## src/rtl/uc_multiciclo.sv

```systemverilog
// Multicycle CPU control unit: 12-state FSM that sequences fetch, decode and the
// per-opcode execute steps, producing datapath strobes for the current state.
// Latency: strobes are combinational from the current state, so they are valid in the same cycle.
// Backpressure: FETCH, MEMRD and MEMWR stall on mem_ready; rst_n low forces every strobe to 0 asynchronously.
//
// Ports:
//   clk, rst_n         - clock (rising edge) and asynchronous active-low reset
//   inscod[5:0]        - opcode field of the instruction register (sampled in DECODE)
//   zero               - ALU zero flag (conditions PCWrite in BRANCH)
//   mem_ready          - memory access completes in the cycle it is high
//   RegDist..illegal   - 1-bit datapath strobes
//   ALUop, ALUsrcB, PCsrc - multi-bit datapath selects
//   state[3:0]         - current state code
module uc_multiciclo (
  input  logic       clk,
  input  logic       rst_n,
  input  logic [5:0] inscod,
  input  logic       zero,
  input  logic       mem_ready,
  output logic       RegDist,
  output logic       Branch,
  output logic       MemRead,
  output logic       Memtoreg,
  output logic       MemWrite,
  output logic       ALUsrc,
  output logic       Regwrite,
  output logic       IRWrite,
  output logic       PCWrite,
  output logic       IorD,
  output logic       instr_done,
  output logic       illegal,
  output logic [2:0] ALUop,
  output logic [1:0] ALUsrcB,
  output logic [1:0] PCsrc,
  output logic [3:0] state
);

  typedef enum logic [3:0] {
    S_FETCH  = 4'd0,
    S_DECODE = 4'd1,
    S_MEMADR = 4'd2,
    S_MEMRD  = 4'd3,
    S_MEMWB  = 4'd4,
    S_MEMWR  = 4'd5,
    S_EXEC   = 4'd6,
    S_RWB    = 4'd7,
    S_BRANCH = 4'd8,
    S_ADDIEX = 4'd9,
    S_ADDIWB = 4'd10,
    S_JUMP   = 4'd11
  } state_e;

  localparam logic [5:0] OP_RTYPE = 6'b000000;
  localparam logic [5:0] OP_LW    = 6'b100011;
  localparam logic [5:0] OP_SW    = 6'b101011;
  localparam logic [5:0] OP_BEQ   = 6'b000100;
  localparam logic [5:0] OP_ADDI  = 6'b001000;
  localparam logic [5:0] OP_J     = 6'b000010;

  state_e     state_q, state_d;
  logic [5:0] opcode_q, opcode_d;

  // Next-state logic. The opcode is captured as DECODE is left, so later
  // decisions are immune to the instruction register changing underneath us.
  always_comb begin
    state_d  = S_FETCH;
    opcode_d = opcode_q;
    case (state_q)
      S_FETCH:  state_d = mem_ready ? S_DECODE : S_FETCH;
      S_DECODE: begin
        opcode_d = inscod;
        case (inscod)
          OP_RTYPE: state_d = S_EXEC;
          OP_LW:    state_d = S_MEMADR;
          OP_SW:    state_d = S_MEMADR;
          OP_BEQ:   state_d = S_BRANCH;
          OP_ADDI:  state_d = S_ADDIEX;
          OP_J:     state_d = S_JUMP;
          default:  state_d = S_FETCH;
        endcase
      end
      S_MEMADR: state_d = (opcode_q == OP_LW) ? S_MEMRD : S_MEMWR;
      S_MEMRD:  state_d = mem_ready ? S_MEMWB : S_MEMRD;
      S_MEMWR:  state_d = mem_ready ? S_FETCH : S_MEMWR;
      S_EXEC:   state_d = S_RWB;
      S_ADDIEX: state_d = S_ADDIWB;
      default:  state_d = S_FETCH;  // terminal states and unused codes 12-15
    endcase
  end

  always_ff @(posedge clk or negedge rst_n) begin
    if (!rst_n) begin
      state_q  <= S_FETCH;
      opcode_q <= 6'b000000;
    end else begin
      state_q  <= state_d;
      opcode_q <= opcode_d;
    end
  end

  // Strobes are decoded combinationally: IRWrite/PCWrite must follow mem_ready
  // and zero within the same cycle, and reset has to kill them without a clock.
  always_comb begin
    RegDist    = 1'b0;
    Branch     = 1'b0;
    MemRead    = 1'b0;
    Memtoreg   = 1'b0;
    MemWrite   = 1'b0;
    ALUsrc     = 1'b0;
    Regwrite   = 1'b0;
    IRWrite    = 1'b0;
    PCWrite    = 1'b0;
    IorD       = 1'b0;
    instr_done = 1'b0;
    illegal    = 1'b0;
    ALUop      = 3'b000;
    ALUsrcB    = 2'b00;
    PCsrc      = 2'b00;
    case (state_q)
      S_FETCH: begin
        MemRead = 1'b1;
        ALUsrcB = 2'b01;
        IRWrite = mem_ready;
        PCWrite = mem_ready;
      end
      S_DECODE: begin
        ALUsrcB = 2'b11;
        illegal = !(inscod == OP_RTYPE || inscod == OP_LW || inscod == OP_SW ||
                    inscod == OP_BEQ || inscod == OP_ADDI || inscod == OP_J);
      end
      S_MEMADR: begin
        ALUsrc  = 1'b1;
        ALUsrcB = 2'b10;
      end
      S_MEMRD: begin
        MemRead = 1'b1;
        IorD    = 1'b1;
      end
      S_MEMWB: begin
        Regwrite   = 1'b1;
        Memtoreg   = 1'b1;
        instr_done = 1'b1;
      end
      S_MEMWR: begin
        MemWrite   = 1'b1;
        IorD       = 1'b1;
        instr_done = mem_ready;
      end
      S_EXEC: begin
        ALUsrc = 1'b1;
        ALUop  = 3'b111;
      end
      S_RWB: begin
        RegDist    = 1'b1;
        Regwrite   = 1'b1;
        instr_done = 1'b1;
      end
      S_BRANCH: begin
        ALUsrc     = 1'b1;
        ALUop      = 3'b001;
        Branch     = 1'b1;
        PCsrc      = 2'b01;
        PCWrite    = zero;
        instr_done = 1'b1;
      end
      S_ADDIEX: begin
        ALUsrc  = 1'b1;
        ALUsrcB = 2'b10;
      end
      S_ADDIWB: begin
        Regwrite   = 1'b1;
        instr_done = 1'b1;
      end
      S_JUMP: begin
        PCWrite    = 1'b1;
        PCsrc      = 2'b10;
        instr_done = 1'b1;
      end
      default: ;
    endcase
    // Reset overrides whatever the state decode produced.
    if (!rst_n) begin
      RegDist    = 1'b0;
      Branch     = 1'b0;
      MemRead    = 1'b0;
      Memtoreg   = 1'b0;
      MemWrite   = 1'b0;
      ALUsrc     = 1'b0;
      Regwrite   = 1'b0;
      IRWrite    = 1'b0;
      PCWrite    = 1'b0;
      IorD       = 1'b0;
      instr_done = 1'b0;
      illegal    = 1'b0;
      ALUop      = 3'b000;
      ALUsrcB    = 2'b00;
      PCsrc      = 2'b00;
    end
  end

  assign state = state_q;

endmodule

```

## config.mk

```make
export PLATFORM = sky130hd
export DESIGN_NAME = uc_multiciclo
export DESIGN_NICKNAME = d
export VERILOG_FILES = /design/src/rtl/uc_multiciclo.sv
export SDC_FILE = /design/constraint.sdc
export NUM_CORES = 1
export LEC_CHECK = 0
export ABC_AREA = 1
export ABC_CLOCK_PERIOD_IN_PS = 2200
export CORE_MARGIN = 1.5
export CORE_UTILIZATION = 48
export CTS_BUF_LIST = sky130_fd_sc_hd__clkbuf_4
export DETAILED_ROUTE_END_ITERATION = 8
export PLACE_DENSITY_LB_ADDON = 0.3
export SETUP_SLACK_MARGIN = 0.2
export SYNTH_ARGS = -nofsm -noshare
export SYNTH_HDL_FRONTEND = slang
export SYNTH_SLANG_ARGS = --single-unit
```

## constraint.sdc

```tcl
create_clock -name clk -period 2.2 [get_ports clk]
set_clock_uncertainty 0.1 [all_clocks]
set_input_delay 0.66 -clock clk [delete_from_list [all_inputs] [get_ports clk]]
set_output_delay 0.66 -clock clk [all_outputs]
set_load 0.1 [all_outputs]
```

==> results of run 1 <==
==> through the flow <==
step                    hold WS, ns  worst slack (ns)
after floorplan              0.2644           -0.4662
after global placement       0.3657           -0.5206
==> Yosys cell counts <==
cell / instances / share of area (%)
a21oi_1: 1 / 0.57
a31oi_1: 1 / 0.72
buf_4: 2 / 1.7
buf_6: 1 / 1.3
dfrtp_1: 10 / 29
inv_1: 16 / 6.9
inv_2: 6 / 2.6
nand2_1: 32 / 14
nand2_2: 6 / 4.3
nand2_4: 1 / 1.3
nand3_1: 18 / 10
nand3_2: 3 / 3.4
nand3b_1: 1 / 0.86
nor2_1: 21 / 9.1
nor2_2: 1 / 0.72
nor2_4: 5 / 6.5
o21ai_0: 1 / 0.57
o21ai_2: 5 / 5.0
o21bai_1: 1 / 0.86
o22ai_1: 1 / 0.72
==> kinds of logic after synthesis <==
group | share of synthesized area [%]
buffers and inverters | 12.50
AO/OA/AOI/OAI | 8.477
AND/OR/NAND/NOR | 50.29
flip-flops | 28.74
==> impl_results.md, run 1 <==
* Run Error: [ERROR DPL-0038] Utilization greater than 100%, impossible to legalize
* Chip height at 45.60 µm
* Port bufs at 32
* Netlist Area Pre-Place at 870.8 µm²
* Avg Inst Size Synth at 6.548 µm²
* Initial core utilization at 50.99%
* Synth cell types at 20
* GP Congestion at 0.9191
* Synthesized netlist net count at 143
* Top Ports at 33
* Status: stopped before the end
* Post-Synthesis Cells at 133
* Sequential fraction of the synthesis area at 28.74%
* Die Width at 45.60 µm
* Exit stage: detailed placement
* Yosys reg bits at 10
* FP Rows at 15
* Syn. warnings at 0
==> run 2, diff against run 1 <==
==> config.mk (replaced) <==
export PLATFORM = sky130hd
export DESIGN_NAME = uc_multiciclo
export DESIGN_NICKNAME = d
export VERILOG_FILES = /design/src/rtl/uc_multiciclo.sv
export SDC_FILE = /design/constraint.sdc
export NUM_CORES = 1
export LEC_CHECK = 0
export ABC_AREA = 1
export ABC_CLOCK_PERIOD_IN_PS = 2200
export CORE_AREA = 2 2 63 65
export DETAILED_ROUTE_END_ITERATION = 8
export DIE_AREA = 0 0 65 67
export PLACE_DENSITY_LB_ADDON = 0.15
export SYNTH_ARGS = -nofsm -noshare
export SYNTH_HDL_FRONTEND = slang
export SYNTH_SLANG_ARGS = --single-unit
==> run 2 against run 1 <==
Against the previous run: the flow now finishes, with violations (negative setup slack); area after synthesis unchanged; synthesized cell count unchanged.
==> impl_results.md, run 2 <==
* Synth Area in XOR/XNOR at 0% (unchanged)
* Crit path required time at 1.44 ns
* FP Rows at 22 (+7)
* Synth cell count leaders: nand2_1 (32), nor2_1 (21), nand3_1 (18), inv_1 (16), dfrtp_1 (10)
* Initial antenna violation count at 0
* CTS Sinks at 10
* Die Width at 65 µm (+43%)
* Largest stage delay, worst path at 0.46 ns
* Largest register by flop count: opcode_q
* H-tree levels at 1
* Yosys reg bits at 10 (unchanged)
* Synth area leaders: dfrtp_1 (29%), nand2_1 (14%), nand3_1 (10%), nor2_1 (9.1%), inv_1 (6.9%)
* DIE AREA at 4355 µm²
* Sequential fraction of the synthesis area at 28.74% (unchanged)
* Final Cell Area at 2310 µm²
* Initial core utilization at 24.15% (-27 points)
* HPWL after DPL at 2.258 mm
* Chip height at 67 µm (+47%)
* F_max at 427.3 MHz
* Number of max-cap violations at 0
* Placed insts at 234
* Async S/R FF share, synth at 100.0% (unchanged)
* Slew @ Worst Pin at 0.2328 ns
* Antenna diode count at 0
* Crit path to: Regwrite
* GP Congestion at 0.8260 (-10%)
* Largest family of logic cells by synthesized area: simple AND/OR/NAND/NOR gates
* Clk_lat worst skew at 0.24 ns
* Post-route clock period utilization at 106.4%
* Max FFs per register at 6
* Reg clk slew, reported paths at 0.05 ns
* GRT Overall Usage at 16.68%
* Num CTS Buffers at 3
* Failing checks: negative setup slack
* Yosys top cell by area: dfrtp_1
* Max_slew headroom at 84.44%
* Synth Area in Simple Gates at 50.29% (unchanged)
* Number of global-route vias before repair at 1,298
* Hold/Removal Path Class: primary input to asynchronous set/reset pin
* Final hold vios at 0
* Placed inst area at 1757 µm²
* CP Launch Type: register
* Commonest non-fill, non-tap cell in the layout: buf_4
* Crit path kind: register to primary output
* Longest Clk Path Bufs at 2
* Top Ports at 33 (unchanged)
* FF-to-FF Start: state[3]$_DFF_PN0_
* Syn. warnings at 0 (unchanged)
* Most frequent cell after synthesis: nand2_1
* Reg2reg end: state[2]$_DFF_PN0_
* Routed Wire Length at 3.339 mm
* Antenna-violating nets left at 0
* Largest net degree at the start of global routing at 14
* # DRC at 0
* Avg Inst Size Synth at 6.548 µm² (unchanged)
* First-pass GRT wire length at 5.609 mm
* Total power at 1509 µW
* 1st-iter DRT viols at 10
* Fill count at 286
* Core box area at 3606 µm²
* GRT overflow at 0
* Area delta synth->final at 165.2%
* Status: finished with violations
* Adder-cell area share of the yosys netlist at 0% (unchanged)
* Port bufs at 32 (unchanged)
* Fin. max-slew vios at 0
* Layout Cells excl Fill at 281
* Fin Setup TNS at -1.480 ns
* Prevailing post-synth register cell: dfrtp_1
* Area share of the largest cell type after synthesis at 28.74% (unchanged)
* Via count at 1,216
* Post-Synthesis Cells at 133 (unchanged)
* Netlist Area Pre-Place at 870.8 µm² (unchanged)
* Crit-path cells: inv_2 -> nor2_4 -> buf_6 -> nand2_4 -> nand3_2 -> nand2_4 -> clkinvlp_4 -> buf_12
* CP max-delay cell: dfrtp_4
* R2r setup slk at 0.63 ns
* Pleak at 0.001116 µW
* Most used cell, CP: nand2_4
* Nets@finish at 244
* Routed WL per cell at 11.88 µm
* PD cells at 653.2 nW/µm²
* Post-synth EDFFs at 0 (unchanged)
* Vias per inst at 4.327
* CP arrival at 1.58 ns
* Unrepaired setup endpoints after global routing: yes
* R2r worst-path depth at 7
* Synth cell types at 20 (unchanged)
* Maximum VDD drop at 306.3 µV
* CTS tree: yes
* First-pass detailed-route iteration total at 4
* Setup crit start: state[2]$_DFF_PN0_
* Layout cells sized above 1 at 75.11%
* Setup ws final at -0.1401 ns
* Final Critical Period at 2.340 ns
* Synthesized netlist net count at 143 (unchanged)
* Worst-path fanout max at 5
* Mux cell area share after synthesis at 0% (unchanged)
* CTS Root Cell: clkbuf_8
* Setup violations, final at 19
* Post-synthesis compound-gate area fraction at 8.477% (unchanged)
* Commonest cells after routing, fill and taps aside: buf_4 (55), buf_12 (23), nand2_1 (21), nor2_4 (14), buf_6 (12)
* Dpl ws at -0.5106 ns
* CP Capture Type: primary output
==> run 2: cell counts after synthesis <==
No cell type changed its count.
==> run 2: kinds of logic (layout without fill, tap and decap cells) <==
kind of cell	Yosys count	after routing
buf+inv	25	125
simple gates	88	88
compound gates	10	10
flops	10	10
==> run 2: final cells by class <==
| cell class | count | area (µm²) | area share, % |
|---|---|---|---|
| multi-input combinational | 98 | 755.7 | 32.72 |
| clock buffer | 4 | 55.05 | 2.384 |
| inverter | 22 | 112.6 | 4.875 |
| timing repair buffer | 99 | 1061 | 45.94 |
| sequential | 10 | 265.3 | 11.48 |
| tap | 48 | 60.06 | 2.600 |
==> run 2: timing repair <==
item,in CTS,in global routing
resized for setup,52,27
pin swaps,24,16
hold buffers,0,0
buffers inserted,37,6
endpoints found under the setup margin,19,22
==> run 2: stage by stage <==
stage / util (%) / hold WS (ns)
finish: 64.05 / 0.3368
global placement: 48.72 / 0.3666
detailed placement: 48.72 / 0.3723
global route: 64.05 / 0.3464
CTS: 61.38 / 0.3386
floorplan: - / 0.2644
==> run 2: power breakdown <==
group / switching [µW] / leakage [µW] / total (µW) / internal, µW
clock network: 73.0 / 0.0000288 / 230 / 157
registers: 60.8 / 0.000121 / 316 / 255
logic: 579 / 0.000966 / 963 / 384
==> run 2: worst max-delay path, delay by kind of cell (launching register included) <==
kind | cells | cell delay, ns
buffers and inverters | 4 | 0.44
AND/OR/NAND/NOR | 4 | 0.42
flip-flops | 1 | 0.46
==> run 2: worst min path at each step <==
stage,startpoint,end,slack (ns),cells after the start
after CTS,rst_n,opcode_q[1]$_DFFE_PN0P_,0.34,3
after floorplan,rst_n,opcode_q[0]$_DFFE_PN0P_,0.26,0
final,rst_n,opcode_q[1]$_DFFE_PN0P_,0.34,3
after detailed placement,opcode_q[5]$_DFFE_PN0P_,opcode_q[5]$_DFFE_PN0P_,0.37,2
after global placement,opcode_q[1]$_DFFE_PN0P_,opcode_q[1]$_DFFE_PN0P_,0.37,2
after global routing,rst_n,opcode_q[1]$_DFFE_PN0P_,0.35,3
==> run 2: routing by layer <==
metal	vias to the layer above	GRT usage (%)	routed length [µm]
li1	613	-	-
met2	40	32.60	1878
met5	-	0	0
met1	554	15.64	1207
met3	9	3.716	177
met4	0	10.11	76
Power figures use the tool's default switching activity.
==> run 3, diff against run 2 <==
--- a/config.mk
+++ b/config.mk
@@ -7,10 +7,11 @@
 export LEC_CHECK = 0
 export ABC_AREA = 1
 export ABC_CLOCK_PERIOD_IN_PS = 2200
-export CORE_AREA = 2 2 63 65
+export CORE_AREA = 10 10 71 73
+export CTS_CLUSTER_SIZE = 30
 export DETAILED_ROUTE_END_ITERATION = 8
-export DIE_AREA = 0 0 65 67
-export PLACE_DENSITY_LB_ADDON = 0.15
+export DIE_AREA = 0 0 81 83
+export PLACE_DENSITY_LB_ADDON = 0.3
 export SYNTH_ARGS = -nofsm -noshare
 export SYNTH_HDL_FRONTEND = slang
 export SYNTH_SLANG_ARGS = --single-unit
==> run 3 against run 2 <==
Against the previous run: the run still ends with negative setup slack left; first-iteration DRC count increased to 4.3 times the previous value; worst hold slack gained 0.013 ns; sequential share of layout area shrank 0.080 points; cell count is 2.1% higher.
==> impl_results.md, run 3 (synthesis gave the netlist of run 2 again) <==
* Unrepaired setup endpoints after global routing: yes
* Via count at 1,253 (+3.0%)
* Clock share of power at 14.5% (-0.8 points)
* CTS Root Cell: clkbuf_8
* CP Capture Type: primary output
* Placed insts at 233 (-0.43%)
* Largest net degree at the start of global routing at 14 (unchanged)
* CTS tree: yes
* Longest Clk Path Bufs at 2 (unchanged)
* Post-route clock period utilization at 105.2% (-1.2 points)
* Final Critical Period at 2.315 ns (-0.02538 ns)
* Area delta synth->final at 167.1%
* F_max at 432.0 MHz (+1.1%)
* Largest register by flop count: opcode_q
* H-tree levels at 1 (unchanged)
* Hold/Removal Path Class: primary input to asynchronous set/reset pin
* Antenna diode count at 0 (unchanged)
* Psw at 730.4 µW (+2.4%)
* Number of global-route vias before repair at 1,364 (+5.1%)
* Reg clk slew, reported paths at 0.05 ns (about the same)
* Max_slew headroom at 83.07% (-1.4 points)
* Layout Utilization at 64.02% (about the same)
* Combinational power share at 65.0% (+1.2 points)
* GP Congestion at 0.8193 (-0.81%)
* Cell Int Power at 819.2 µW (+3.0%)
* FP Rows at 22 (unchanged)
* CTS Hold Bufs at 0 (unchanged)
* Maximum VDD drop at 340.7 µV (+11%)
* Status: finished with violations
* Max FFs per register at 6 (unchanged)
* Pleak at 0.001142 µW (+2.4%)
* Setup violations, final at 18 (-1)
* Initial core utilization at 23.97% (-0.18 points)
* Setup ws final at -0.1147 ns (+0.02538 ns)
* Fin. max-slew vios at 0 (unchanged)
* Crit path required time at 1.44 ns (about the same)
* Chip height at 83 µm (+24%)
* Crit path kind: register to primary output
* First-pass detailed-route iteration total at 4 (unchanged)
* Top Ports at 33 (unchanged)
* Antenna-violating nets left at 0 (unchanged)
* CP Launch Type: register
* Vias per inst at 4.366 (+0.89%)
* 1st-iter DRT viols at 43 (+33)
* Commonest cells after routing, fill and taps aside: buf_4 (68), buf_12 (23), nand2_1 (21), nor2_4 (14), nand2_2 (11)
* Slew @ Worst Pin at 0.2533 ns (+0.02055 ns)
* Dpl ws at -0.5407 ns (-0.03010 ns)
* Share of power burned in registers at 20.5% (-0.4 points)
* First-pass GRT wire length at 6.016 mm (+7.3%)
* Num CTS Buffers at 3 (unchanged)
* Clk_lat worst skew at 0.23 ns (about the same)
* PD cells at 666.2 nW/µm² (+2.0%)
* DIE AREA at 6723 µm² (+54%)
* CP arrival at 1.55 ns (-0.03 ns)
* Final Cell Area at 2326 µm² (+0.70%)
* Nets@finish at 250 (+2.5%)
* Initial antenna violation count at 0 (unchanged)
* Placed inst area at 1749 µm² (-0.43%)
* Switching Fraction at 47.14% (-0.13 points)
* Number of max-cap violations at 0 (unchanged)
* Routed WL per cell at 12.94 µm (+8.9%)
* Final hold vios at 0 (unchanged)
* Layout Cells excl Fill at 287 (+2.1%)
* CTS Sinks at 10 (unchanged)
* Commonest non-fill, non-tap cell in the layout: buf_4
* Worst-path fanout max at 5 (unchanged)
* GRT overflow at 0 (unchanged)
* GRT Overall Usage at 10.75% (-5.9 points)
* Layout cells sized above 1 at 76.57% (+1.5 points)
* Port bufs at 32 (unchanged)
* Routed Wire Length at 3.714 mm (+11%)
* HPWL after DPL at 2.418 mm (+7.1%)
* Die Width at 81 µm (+25%)
* Failing checks: negative setup slack
* Core box area at 3633 µm² (+0.76%)
* # DRC at 0 (unchanged)
## run 3: routing by layer
layer / GRT usage (%) / vias to the layer above / routed length, µm
met1: 9.981 / 578 / 1342
met3: 2.802 / 9 / 196
met5: 0 / - / 0
met2: 21.04 / 35 / 2092
met4: 3.912 / 0 / 83
li1: - / 631 / -
## run 3: through the flow
stage / total power, µW / TNS (ns) / hold slack (ns)
after floorplan: 859.2 / -3.702 / 0.2644
after global placement: 1145 / -8.299 / 0.3660
after detailed placement: 1160 / -8.659 / 0.3803
after CTS: 1511 / -1.197 / 0.3443
after global routing: 1625 / -2.417 / 0.3651
final: 1550 / -1.142 / 0.3502
## run 3: power groups by stage
stage	clock, µW	combinational, µW	sequential, µW
after floorplan	0	481	378
after global placement	0	829	316
after detailed placement	0	840	320
after CTS	232	969	311
after global routing	236	1060	327
final	225	1010	317
## run 3: worst paths after layout
kind	start	endpoint	slack, ns	depth (start not counted)
hold / removal	rst_n	state[1]$_DFF_PN0_	0.35	2
setup reg to reg	state[3]$_DFF_PN0_	state[0]$_DFF_PN0_	0.61	9
max in group asynchronous	rst_n	state[2]$_DFF_PN0_	1.45	2
hold reg to reg	opcode_q[0]$_DFFE_PN0P_	opcode_q[0]$_DFFE_PN0P_	0.39	2
setup / recovery	state[3]$_DFF_PN0_	instr_done	-0.11	6
min in group clk	opcode_q[0]$_DFFE_PN0P_	opcode_q[0]$_DFFE_PN0P_	0.39	2
## run 3: final cells by class
class,instances,area [µm²]
Inverter,22,112.6
Timing Repair Buffer,105,1092
Sequential cell,10,265.3
Clock buffer,4,55.05
Tap cell,48,60.06
Fill cell,293,1308
Multi-Input combinational cell,98,740.7
## run 3: repair_timing
item / in CTS / in global routing
setup buffers: 48 / 2
setup endpoints to repair: 19 / 23
pin swaps: 20 / 13
resized for setup: 55 / 26
## run 3: worst max-delay path, stage by stage, from the launching register on
cell and delay (ns):
dfrtp_4 0.51, nor2_4 0.25, nand2_4 0.10, nor2_4 0.11, nand2_2 0.08, nand3_4 0.09, buf_12 0.17
==> run 4, diff against run 3 <==
--- a/config.mk
+++ b/config.mk
@@ -7,10 +7,11 @@
 export LEC_CHECK = 0
 export ABC_AREA = 1
 export ABC_CLOCK_PERIOD_IN_PS = 2200
-export CORE_AREA = 10 10 71 73
+export CORE_AREA = 2 2 63 65
 export CTS_CLUSTER_SIZE = 30
 export DETAILED_ROUTE_END_ITERATION = 8
-export DIE_AREA = 0 0 81 83
+export DIE_AREA = 0 0 65 67
+export MAX_ROUTING_LAYER = met4
 export PLACE_DENSITY_LB_ADDON = 0.3
 export SYNTH_ARGS = -nofsm -noshare
 export SYNTH_HDL_FRONTEND = slang
==> run 4 against run 3 <==
Against the previous run: the flow still finishes with violations (negative setup slack); sequential cell count unchanged; die area down 35%; total power shrank 5.3%; register-to-register slack improved by 0.06 ns; global-route usage up 3.8 points; worst hold slack worse by 0.086 ns; critical endpoint is now illegal; highest routed layer unchanged.
==> impl_results.md, run 4 (synthesis gave the netlist of run 2 again) <==
* GRT overflow at 0 (unchanged)
* Num CTS Buffers at 3 (unchanged)
* Crit path required time at 1.44 ns (about the same)
* Status: finished with violations
* Maximum VDD drop at 367.5 µV (+7.9%)
* Post-route clock period utilization at 106.8% (+1.6 points)
* Vias per inst at 4.420 (+1.2%)
* Layout Cells excl Fill at 250 (-13%)
* CTS Hold Bufs at 0 (unchanged)
* Longest Clk Path Bufs at 2 (unchanged)
* Final Critical Period at 2.350 ns (+0.03568 ns)
* GP Congestion at 0.8170 (-0.28%)
* Initial antenna violation count at 0 (unchanged)
* Setup ws final at -0.1503 ns (-0.03568 ns)
* Reg clk slew, reported paths at 0.05 ns (about the same)
* CP arrival at 1.59 ns (+0.04 ns)
* Antenna diode count at 0 (unchanged)
* Crit path kind: primary input to primary output
* Antenna-violating nets left at 0 (unchanged)
* CTS tree: yes
* Chip height at 67 µm (-19%)
* Dpl ws at -0.5054 ns (+0.03524 ns)
* H-tree levels at 1 (unchanged)
* Placed inst area at 1734 µm² (-0.86%)
* Unrepaired setup endpoints after global routing: yes
* Slew @ Worst Pin at 0.2343 ns (-0.01905 ns)
* Initial core utilization at 24.15% (+0.18 points)
* Area delta synth->final at 137.9%
* Worst-path fanout max at 4 (-1)
* Clk_lat worst skew at 0.23 ns (about the same)
* HPWL after DPL at 2.174 mm (-10%)
* CTS Root Cell: clkbuf_8
* Setup violations, final at 14 (-4)
* Final hold vios at 0 (unchanged)
* Die Width at 65 µm (-20%)
* Commonest cells after routing, fill and taps aside: buf_4 (27), buf_12 (24), nand2_1 (23), nor2_4 (14), nor2_1 (12)
* Fin. max-slew vios at 0 (unchanged)
* Largest net degree at the start of global routing at 14 (unchanged)
* PD cells at 708.1 nW/µm² (+6.3%)
* Number of max-cap violations at 0 (unchanged)
* CTS Sinks at 10 (unchanged)
* Routed WL per cell at 11.58 µm (-10%)
* Final Cell Area at 2072 µm² (-11%)
* Core box area at 3606 µm² (-0.76%)
* Max_slew headroom at 84.34% (+1.3 points)
* F_max at 425.5 MHz (-1.5%)
* Hold/Removal Path Class: primary input to asynchronous set/reset pin
* Via count at 1,105 (-12%)
* Layout cells sized above 1 at 64.85% (-12 points)
* First-pass detailed-route iteration total at 4 (unchanged)
* Top Ports at 33 (unchanged)
* DIE AREA at 4355 µm² (-35%)
* Layout Utilization at 57.46% (-6.6 points)
* Placed insts at 231 (-0.86%)
* Pleak at 0.0009694 µW (-15%)
* # DRC at 0 (unchanged)
* GRT Overall Usage at 14.60% (+3.8 points)
* Nets@finish at 213 (-15%)
* FP Rows at 22 (unchanged)
* First-pass GRT wire length at 4.926 mm (-18%)
* CP Launch Type: primary input
* Failing checks: negative setup slack
* Commonest non-fill, non-tap cell in the layout: buf_4
* Port bufs at 32 (unchanged)
* Max FFs per register at 6 (unchanged)
* CP Capture Type: primary output
* Largest register by flop count: opcode_q
* 1st-iter DRT viols at 13 (-70%)
* Routed Wire Length at 2.896 mm (-22%)
* Number of global-route vias before repair at 1,142 (-16%)
run 4: cell count changes in the layout (fill, tap and decap cells not counted), moves of 2 or more:
| cell | delta |
|---|---|
| buf_4 | -41 |
| clkdlybuf4s15_1 | +4 |
| inv_1 | +4 |
| inv_2 | -4 |
| buf_2 | -3 |
| dlygate4sd2_1 | +2 |
| nand2_1 | +2 |
| nand2_4 | -2 |
| nor2_1 | +2 |
| nor2_2 | -2 |
run 4: stage by stage:
step | hold slack (ns) | TNS, ns | power, µW
final | 0.2646 | -1.188 | 1467
after global routing | 0.2755 | -2.133 | 1547
after CTS | 0.2505 | -1.042 | 1442
after detailed placement | 0.3693 | -7.575 | 1139
after global placement | 0.3684 | -7.237 | 1126
after floorplan | 0.2644 | -3.702 | 859.2
run 4: power breakdown:
part	leakage [µW]	internal (µW)	switching [µW]
Sequential	0.000121	255	58.5
Combinational	0.000820	359	566
Clock	0.0000288	157	71.2
run 4: final timing paths:
path                                           end                    start  slack (ns)  depth (start not counted)
min in group clk           opcode_q[0]$_DFFE_PN0P_  opcode_q[0]$_DFFE_PN0P_        0.38                          2
max reg2reg                     state[2]$_DFF_PN0_       state[2]$_DFF_PN0_        0.67                          7
min reg2reg                opcode_q[0]$_DFFE_PN0P_  opcode_q[0]$_DFFE_PN0P_        0.38                          2
max in group asynchronous       state[3]$_DFF_PN0_                    rst_n        1.48                          3
max                                        illegal                inscod[0]       -0.15                          6
min                             state[0]$_DFF_PN0_                    rst_n        0.26                          2
run 4: layout make-up:
| type | instances | area, µm² |
|---|---|---|
| sequential | 10 | 265.3 |
| fill | 315 | 1534 |
| inverter | 22 | 115.1 |
| tap | 48 | 60.06 |
| clock buffer | 4 | 55.05 |
| timing repair buffer | 68 | 853.3 |
| multi-input combinational | 98 | 723.2 |
run 4: metal layers:
layer	up-vias	wire length [µm]	share of wire (%)	track usage (%)
met5	-	0	0	-
li1	551	-	-	-
met3	5	131	4.5	1.689
met4	0	29	1.0	5.319
met2	29	1646	57	28.99
met1	520	1089	38	14.55
run 4: timing repair:
item                                    4_1_cts  5_1_grt
buffers inserted                             11        4
pin swaps                                    19        9
endpoints found under the setup margin       19       18
gates resized for setup                      40       17
run 4: critical path, cell delays in order:
cell	delay, ns
clkdlybuf4s15_1	0.25
nand2_1	0.12
nand3b_1	0.16
nand3_2	0.11
nor2_4	0.11
buf_12	0.18
